<file path="config.mk">
export PLATFORM = sky130hd
export DESIGN_NAME = uart_operand_rx_flat
export DESIGN_NICKNAME = d
export VERILOG_FILES = /design/src/rtl/uart_operand_rx_pkg.sv /design/src/rtl/uart_operand_rx_if.sv /design/src/rtl/uart_operand_rx_sync.sv /design/src/rtl/uart_operand_rx.sv /design/src/flat_wrapper.sv
export SDC_FILE = /design/constraint.sdc
export NUM_CORES = 1
export LEC_CHECK = 0
export BUFFER_PORTS_ARGS = -buffer_cell sky130_fd_sc_hd__buf_2
export CORE_AREA = 10 10 70 72
export CTS_CLUSTER_SIZE = 20
export DETAILED_ROUTE_END_ITERATION = 6
export DIE_AREA = 0 0 80 82
export GPL_TIMING_DRIVEN = 0
export PLACE_DENSITY = 0.67
export SETUP_SLACK_MARGIN = 0.3
export SYNTH_ARGS = -nofsm -noshare
export SYNTH_HDL_FRONTEND = slang
export SYNTH_HIERARCHICAL = 1
export SYNTH_SLANG_ARGS = --single-unit
</file>
<file path="constraint.sdc">
create_clock -name clk -period 2.5 [get_ports clk]
set_input_delay 0 -clock clk [delete_from_list [all_inputs] [get_ports clk]]
set_output_delay 0 -clock clk [all_outputs]
set_load 0.02 [all_outputs]
</file>
<file path="src/rtl/uart_operand_rx_pkg.sv">
// Shared types and defaults for the UART operand receiver.
// Holds the FSM state type, the operand pair, and the byte-unpacking helper.
package uart_operand_rx_pkg;

    localparam int unsigned DEFAULT_CLKS_PER_BIT = 434;
    localparam int unsigned DEFAULT_SYNC_STAGES  = 2;

    typedef enum logic [2:0] {
        S_IDLE      = 3'd0,
        S_START     = 3'd1,
        S_DATA      = 3'd2,
        S_STOP      = 3'd3,
        S_WAIT_IDLE = 3'd4
    } rx_state_t;

    typedef struct packed {
        logic [3:0] multiplier;
        logic [3:0] multiplicand;
    } operands_t;

    // High nibble is operand A, low nibble operand B.
    function automatic operands_t unpack_byte(input logic [7:0] b);
        operands_t ops;
        ops.multiplier   = b[7:4];
        ops.multiplicand = b[3:0];
        return ops;
    endfunction

endpackage

</file>
<file path="src/rtl/uart_operand_rx_if.sv">
// Serial line in, unpacked operands and status out.
// The receiver uses the slave modport; whoever drives rx uses master.
interface uart_operand_rx_if;

    logic       rx;
    logic [3:0] multiplier;
    logic [3:0] multiplicand;
    logic       op_valid;
    logic       frame_err;
    logic       rx_busy;

    modport master (
        output rx,
        input  multiplier,
        input  multiplicand,
        input  op_valid,
        input  frame_err,
        input  rx_busy
    );

    modport slave (
        input  rx,
        output multiplier,
        output multiplicand,
        output op_valid,
        output frame_err,
        output rx_busy
    );

endinterface

</file>
<file path="src/rtl/uart_operand_rx_sync.sv">
// Metastability synchroniser for the asynchronous rx line.
// Resets to all ones so a reset never looks like a start bit.
module uart_rx_sync #(
    parameter int unsigned SYNC_STAGES = 2
) (
    input  logic clk,
    input  logic rst,
    input  logic rx_async,
    output logic rx_s
);

    logic [SYNC_STAGES-1:0] sync_q;
    logic [SYNC_STAGES-1:0] sync_d;

    always_comb begin
        sync_d = {sync_q[SYNC_STAGES-2:0], rx_async};
    end

    always_ff @(posedge clk) begin
        if (rst) begin
            sync_q <= '1;
        end else begin
            sync_q <= sync_d;
        end
    end

    assign rx_s = sync_q[SYNC_STAGES-1];

endmodule

</file>
<file path="src/rtl/uart_operand_rx.sv">
// 8N1 UART receiver that unpacks each good byte into two 4-bit Booth operands.
// Operands hold between bytes; op_valid / frame_err are single-cycle pulses.
module uart_operand_rx
    import uart_operand_rx_pkg::*;
#(
    parameter int unsigned CLKS_PER_BIT = DEFAULT_CLKS_PER_BIT,
    parameter int unsigned SYNC_STAGES  = DEFAULT_SYNC_STAGES
) (
    input  logic               clk,
    input  logic               rst,
    uart_operand_rx_if.slave   bus
);

    localparam int unsigned CNT_W = $clog2(CLKS_PER_BIT);
    localparam logic [CNT_W-1:0] CNT_MID = CNT_W'((CLKS_PER_BIT - 1) / 2);
    localparam logic [CNT_W-1:0] CNT_END = CNT_W'(CLKS_PER_BIT - 1);

    logic rx_s;

    uart_rx_sync #(
        .SYNC_STAGES(SYNC_STAGES)
    ) u_sync (
        .clk      (clk),
        .rst      (rst),
        .rx_async (bus.rx),
        .rx_s     (rx_s)
    );

    rx_state_t        state_q,     state_d;
    logic [CNT_W-1:0] cnt_q,       cnt_d;
    logic [2:0]       bit_idx_q,   bit_idx_d;
    logic [7:0]       shift_q,     shift_d;
    operands_t        ops_q,       ops_d;
    logic             op_valid_q,  op_valid_d;
    logic             frame_err_q, frame_err_d;
    logic             rx_busy_q,   rx_busy_d;

    always_comb begin
        state_d     = state_q;
        cnt_d       = cnt_q;
        bit_idx_d   = bit_idx_q;
        shift_d     = shift_q;
        ops_d       = ops_q;
        op_valid_d  = 1'b0;
        frame_err_d = 1'b0;
        rx_busy_d   = rx_busy_q;

        case (state_q)
            S_IDLE: begin
                if (!rx_s) begin
                    state_d   = S_START;
                    cnt_d     = '0;
                    rx_busy_d = 1'b1;
                end
            end

            // Re-check the line half a bit in so short glitches are rejected
            // and later samples land mid-bit.
            S_START: begin
                if (cnt_q == CNT_MID) begin
                    cnt_d = '0;
                    if (!rx_s) begin
                        state_d   = S_DATA;
                        bit_idx_d = '0;
                    end else begin
                        state_d   = S_IDLE;
                        rx_busy_d = 1'b0;
                    end
                end else begin
                    cnt_d = cnt_q + CNT_W'(1);
                end
            end

            S_DATA: begin
                if (cnt_q == CNT_END) begin
                    cnt_d            = '0;
                    shift_d[bit_idx_q] = rx_s;
                    if (bit_idx_q == 3'd7) begin
                        state_d = S_STOP;
                    end else begin
                        bit_idx_d = bit_idx_q + 3'd1;
                    end
                end else begin
                    cnt_d = cnt_q + CNT_W'(1);
                end
            end

            S_STOP: begin
                if (cnt_q == CNT_END) begin
                    cnt_d = '0;
                    if (rx_s) begin
                        ops_d      = unpack_byte(shift_q);
                        op_valid_d = 1'b1;
                        state_d    = S_IDLE;
                        rx_busy_d  = 1'b0;
                    end else begin
                        frame_err_d = 1'b1;
                        state_d     = S_WAIT_IDLE;
                    end
                end else begin
                    cnt_d = cnt_q + CNT_W'(1);
                end
            end

            // A low stop bit may be a break; wait for the line to recover.
            S_WAIT_IDLE: begin
                if (rx_s) begin
                    state_d   = S_IDLE;
                    rx_busy_d = 1'b0;
                end
            end

            default: begin
                state_d   = S_IDLE;
                rx_busy_d = 1'b0;
            end
        endcase
    end

    always_ff @(posedge clk) begin
        if (rst) begin
            state_q     <= S_IDLE;
            cnt_q       <= '0;
            bit_idx_q   <= '0;
            shift_q     <= '0;
            ops_q       <= '0;
            op_valid_q  <= 1'b0;
            frame_err_q <= 1'b0;
            rx_busy_q   <= 1'b0;
        end else begin
            state_q     <= state_d;
            cnt_q       <= cnt_d;
            bit_idx_q   <= bit_idx_d;
            shift_q     <= shift_d;
            ops_q       <= ops_d;
            op_valid_q  <= op_valid_d;
            frame_err_q <= frame_err_d;
            rx_busy_q   <= rx_busy_d;
        end
    end

    assign bus.multiplier   = ops_q.multiplier;
    assign bus.multiplicand = ops_q.multiplicand;
    assign bus.op_valid     = op_valid_q;
    assign bus.frame_err    = frame_err_q;
    assign bus.rx_busy      = rx_busy_q;

endmodule

</file>
<file path="src/flat_wrapper.sv">
// flat-port wrapper written by rule: the top's interface ports become plain ports
module uart_operand_rx_flat import uart_operand_rx_pkg::*;
#(
    parameter int unsigned CLKS_PER_BIT = DEFAULT_CLKS_PER_BIT,
    parameter int unsigned SYNC_STAGES  = DEFAULT_SYNC_STAGES
)
  (clk, rst, bus_rx, bus_multiplier, bus_multiplicand, bus_op_valid, bus_frame_err, bus_rx_busy);
  uart_operand_rx_if bus_i ();
  input  logic clk;
  input  logic rst;
  input wire logic [$bits(bus_i.rx)-1:0] bus_rx;
  output wire logic [$bits(bus_i.multiplier)-1:0] bus_multiplier;
  output wire logic [$bits(bus_i.multiplicand)-1:0] bus_multiplicand;
  output wire logic [$bits(bus_i.op_valid)-1:0] bus_op_valid;
  output wire logic [$bits(bus_i.frame_err)-1:0] bus_frame_err;
  output wire logic [$bits(bus_i.rx_busy)-1:0] bus_rx_busy;
  assign bus_i.rx = bus_rx;
  assign bus_multiplier = bus_i.multiplier;
  assign bus_multiplicand = bus_i.multiplicand;
  assign bus_op_valid = bus_i.op_valid;
  assign bus_frame_err = bus_i.frame_err;
  assign bus_rx_busy = bus_i.rx_busy;
  uart_operand_rx #(.CLKS_PER_BIT(CLKS_PER_BIT), .SYNC_STAGES(SYNC_STAGES)) u_core (.clk(clk), .rst(rst), .bus(bus_i));
endmodule
</file>
---- Word level (Yosys, flattened, before mapping) ----
Cells that the tools add are included.
storage, ports and cells
  register bits ........................... 36
  input port bits ......................... 3
  output and inout port bits .............. 11
operators by class
  add/subtract/negate cells ............... 2
  order comparisons ....................... 2
  equality and inequality tests ........... 15
  multiplexer cells ....................... 28
  bitwise gates (word level) .............. 3
  reductions and logical operators ........ 12
operators by type and width
  operator             number
  $mux 3               11
  $mux 9               3
  $pmux 9 s3           1
  $pmux 3 s5           1
  $add 9x1->9 const B  1
  $eq 9x8->1 const B   1
  $eq 9x9->1 const B   1
  $bwmux 8             1
  $ne 2x1->1 const B   4
  $ne 2x2->1 const B   4
  $mux 1               7
  $eq 3x2->1 const B   2
  $eq 3x3->1 const B   2
  $pmux 3 s2           1
  $reduce_and 6->1     1
  $pmux 1 s5           1
  $reduce_and 5->1     1
  $lt 3x4->1 const B   1
  $reduce_and 2->1     2
  $reduce_and 4->1     1
  $add 3x1->3 const B  1
  $demux 1 s3          1
  $eq 3x1->1 const B   1
  $ge 3x1->1 const B   1
  9 further kinds      11

---- Logic depth before layout (Yosys ltp) ----
  word-level depth ........................ 5
  mapped depth ............................ 8

---- By module ----
The synthesis kept the hierarchy.
by module, submodules not included
  module           instances  cells an instance  area an instance (um^2)  sequential area each (um^2)
  uart_operand_rx  1          191                1661.6                   680.7
  uart_rx_sync     1          4                  52.6                     40.0

---- Least setup slack after synthesis ----
No wires, ideal clock.
  path kind ............................... register to register
  start ................................... register u_core.cnt_q[0]
  end ..................................... register u_core.bit_idx_q[0]
  arrival ................................. 1.961 ns
  required time ........................... 2.425 ns
  slack ................................... 0.464 ns
  stages on the path, launching flop included .. 8
  period minus slack after synthesis ...... 2.036 ns
  cells stage by stage .................... dfxtp_1 inv_1 ha_1 or4b_1 o31a_1 or3_1 or2_1 o22ai_1
between the ends
  longest elaborated chain between the ends .. 3
  elaborated cells between the ends (all ways) .. 5
  classes of those cells .................. 4 x eq/ne; 1 x reduce/logical
RTL lines
  item                                             RTL line                                      source
  start, declared                                  uart_operand_rx.sv:30                         logic [CNT_W-1:0] cnt_q, cnt_d;
  start signal, assigned                           uart_operand_rx.sv:132                        cnt_q <= cnt_d;
  $eq 9x9->1 / $eq 9x8->1 (equally long branches)  uart_operand_rx.sv:75, uart_operand_rx.sv:60
  $ne 2x1->1 (no source line)                      --
  $reduce_and 5->1 (no source line) (*)            --
  end signal, assigned                             uart_operand_rx.sv:133                        bit_idx_q <= bit_idx_d;
  end, declared                                    uart_operand_rx.sv:31                         logic [2:0] bit_idx_q, bit_idx_d;
Mark *: on every way between the ends. The rest lies on a longest branch, timed or not.
A chain may end at the register's enable or synchronous reset.

---- Final worst setup path ----
  start ................................... register u_core.cnt_q[1]
  end ..................................... register u_core.bit_idx_q[0]
Same word-level chain as after synthesis.

==> flow_summary.json <==
{
  "drive_above_1_share_pct": 18.94,
  "grt_pass1_wl_mm": 6.465,
  "drt-vias-per-instance": 5.444,
  "max_clock_freq_mhz": 468.2,
  "power.density_nw_per_um2": 622.0,
  "syn_nets": 203,
  "io_pins": 14,
  "nets": 234,
  "fin_total_pwr_uw": 1259,
  "top_layer": "met4",
  "r2r_start": "u_core/cnt_q[1]",
  "wire_per_inst_microns": 13.52,
  "finalHoldViolations": 0,
  "wl_met3_microns": 156,
  "async_reset_ff_share_pct": 0,
  "core_area_sq_um": 3578,
  "cp.depth": 7,
  "cts_inserted_buffers": 5,
  "grt_pass1_vias": 1383,
  "dr_total_vias": 1497,
  "rr_worst_depth": 7,
  "fin_ws_ns": 0.3641,
  "portBuffers": 13,
  "status": "finished clean",
  "drt-total-wl_mm": 3.717,
  "drc": 0,
  "holdPathStages": 1,
  "p_seq_share_pct": 48.6,
  "multi_input_area_sq_um": 965.9,
  "place_ws_ns": 0.2507,
  "cts_max_level": 2,
  "critPathMaxStageDelay_ns": 0.44,
  "synth-edff-count": 0,
  "yosys_most_used_dff": "dfxtp_1",
  "swShare_pct": 31.24,
  "globalRouteOverflowTotal": 0,
  "combPwrFrac_pct": 25.5,
  "drv_slew": 0,
  "finalCritPeriodShare_pct": 85.44,
  "critical_path.startpoint_type": "register",
  "critical_path.top_delay_family": "simple AND/OR/NAND/NOR gates",
  "worst_slew_pin_slew_ns": 0.5120,
  "crit_type": "register to register",
  "root_buffer": "clkbuf_4",
  "ff2ff_setup_slack_ns": 0.36,
  "hp-class": "register to register",
  "crit_path_start": "u_core/cnt_q[1]",
  "rows": 22,
  "rsz0062_at_grt": "true",
  "cts.reportedPaths.clkPinSlew_ns": 0.11,
  "arrival_ns": 2.41,
  "setup_viol": 0,
  "dieArea_sq_um": 6560,
  "grt_util_all_layers_pct": 12.26,
  "die_x_microns": 80,
  "drt_iter0_markers": 87,
  "synth-seq-cells": 36,
  "cts_tree": "yes",
  "max_slew_margin_pct": 65.87,
  "fin_tns_setup_ns": 0,
  "clkPwrFrac_pct": 25.9,
  "fin_cells": 275,
  "r2r_end": "u_core/bit_idx_q[0]",
  "peakVddDrop_uv": 321.9,
  "cp_max_fo": 4,
  "clkLatencyLatePin_ns": 0.34,
  "min_period_ns": 2.136,
  "min_from": "u_core/u_sync/sync_q[0]",
  "gp_congestion": 0.8804,
  "first_pass_iters": 4,
  "syn-cell-area_sq_um": 1714,
  "p_int_uw": 865.4,
  "p_switching_uw": 393.1,
  "fill_cells": 348,
  "skew_ns": 0.009566,
  "yosysSeqAreaShare_pct": 42.04,
  "clock-sinks": 36,
  "syn-instance-count": 195,
  "dp_hpwl_mm": 2.569,
  "fp.dieH_microns": 82,
  "p_leak_uw": 0.0007781,
  "end_kind": "register",
  "critical_path.cell_chain": "inv_2 -> ha_1 -> or4b_1 -> o31a_1 -> or3_4 -> or2_4 -> o22ai_1",
  "start_util_pct": 47.90,
  "seqCellArea_sq_um": 723.2,
  "grt_start_max_net_pins": 12,
  "cts_buffer_depth": 2,
  "synth_cell_types": 37,
  "wl_met2_mm": 1.765,
  "synth_warnings": 6,
  "maxCapViolCount": 0,
  "utilization_pct": 56.54,
  "avgSynthCellArea_sq_um": 8.790,
  "antenna_found_initial": 0,
  "synthToLayoutAreaGrowth_pct": 18.03,
  "critPathBufInv": 1,
  "critical_path_required_ns": 2.77,
  "placed_cells": 256,
  "diodes": 0,
  "postRouteAntennaNets": 0,
  "wl_met1_mm": 1.745,
  "cp-endpoint": "u_core/bit_idx_q[0]",
  "slowest_stage": "or4b_1"
}
-- final cells by class --
cell class	count	area share, %
clock buffers	6	2.536
repair buffers	24	7.669
multi-input cells	144	47.74
clock inverters	2	0.4947
inverters	5	0.9276
flip-flops and latches	36	35.75
well taps	48	2.968
plain buffers	10	1.917
-- timing repair --
item	4_1_cts	5_1_grt
gates resized for setup	5	7
hold buffers	3	0
setup endpoints to repair	4	22
setup buffers	4	4
hold endpoints to repair	3	0
pin swaps	4	2
-- flip-flops by register name, indices dropped and copies added (netlist names) --
register and count:
u_core/bit_idx_q 3, u_core/bus.frame_err 1, u_core/bus.multiplicand 4, u_core/bus.multiplier 4, u_core/bus.op_valid 1, u_core/bus.rx_busy 1
u_core/cnt_q 9, u_core/shift_q 8, u_core/state_q 3, u_core/u_sync/sync_q 2
-- worst register-to-register path: cells and delay by family, from the launching register on --
family	cells	cell delay, ns
and+or+nand+nor	3	1.07
adders and majority gates	1	0.13
buffers and inverters	1	0.05
AOI/OAI and AO/OA	2	0.48
DFF	1	0.34
-- Yosys cell counts, types with 2 or more instances --
library cell,n,share of area [%]
a21o_1,3,1.3
a21oi_1,6,1.8
a31oi_1,7,2.6
clkbuf_1,10,2.2
dfxtp_1,36,42
ha_1,5,3.6
inv_1,5,1.1
mux2i_1,18,11
nand2_1,13,2.8
nand2b_1,7,2.6
nand3_1,14,4.1
nand3b_1,2,0.88
nand4_1,2,0.73
nor2_1,23,5.0
nor2b_1,3,1.1
nor3_1,5,1.5
nor3b_1,3,1.3
nor4_1,2,0.73
o21ai_1,3,0.88
o22ai_1,2,0.73
o32ai_1,2,1.0
or2_1,4,1.5
or3_1,6,2.2
-- power groups by stage --
| stage | Sequential (uW) | Clock (uW) | Combinational, uW |
|---|---|---|---|
| 3_5_place_dp | 627 | 0 | 246 |
| 2_1_floorplan | 630 | 0 | 178 |
| 3_3_place_gp | 625 | 0 | 239 |
| 6_report | 612 | 326 | 321 |
| 5_1_grt | 615 | 365 | 353 |
| 4_1_cts | 612 | 333 | 287 |
-- metal layers --
| layer | up-vias | GRT usage [%] |
|---|---|---|
| met5 | - | 0 |
| met4 | 0 | 5.282 |
| met3 | 4 | 3.930 |
| met2 | 26 | 19.98 |
| met1 | 706 | 14.53 |
| li1 | 761 | - |
-- worst min-delay path by stage --
stage                                    endpoint  slack, ns
after detailed placement  u_core/u_sync/sync_q[0]       0.19
final                     u_core/u_sync/sync_q[1]       0.41
after floorplan           u_core/u_sync/sync_q[0]        0.1
after global routing      u_core/u_sync/sync_q[1]       0.45
after global placement    u_core/u_sync/sync_q[0]       0.18
after CTS                 u_core/u_sync/sync_q[1]       0.42
-- logic make-up (layout without fill, tap and decap cells) --
family	Yosys count	count (layout)	share of synthesized area, %
flops	36	36	42.04
mux	18	18	10.51
buf+inv	15	47	3.285
fa+ha+maj	5	5	3.650
simple gates	91	91	28.69
compound gates	30	30	11.83
-- metrics by stage --
step / area, sq um / hold WS, ns
finish: 2023 / 0.4144
global route: 2023 / 0.4540
CTS: 1971 / 0.4158
detailed placement: 1839 / 0.1915
global placement: 1839 / 0.1799
floorplan: 1714 / 0.09714
-- placed cells by master, fill, tap and decap left out, drive strengths merged, types with 2 or more instances in the layout --
cell type,n
o21ai,3
nand4,2
nand3,14
a21o,3
dlygate4sd3,3
nand3b,2
nor2,23
nand2,13
ha,5
dfxtp,36
o32ai,2
nor3,6
nand2b,7
mux2i,18
nor2b,3
a21oi,7
inv,5
or3,6
o22ai,2
nor3b,3
or2,5
buf,21
clkinv,2
nor4,2
clkbuf,16
a31oi,7
(Power assumes the default switching activity.)
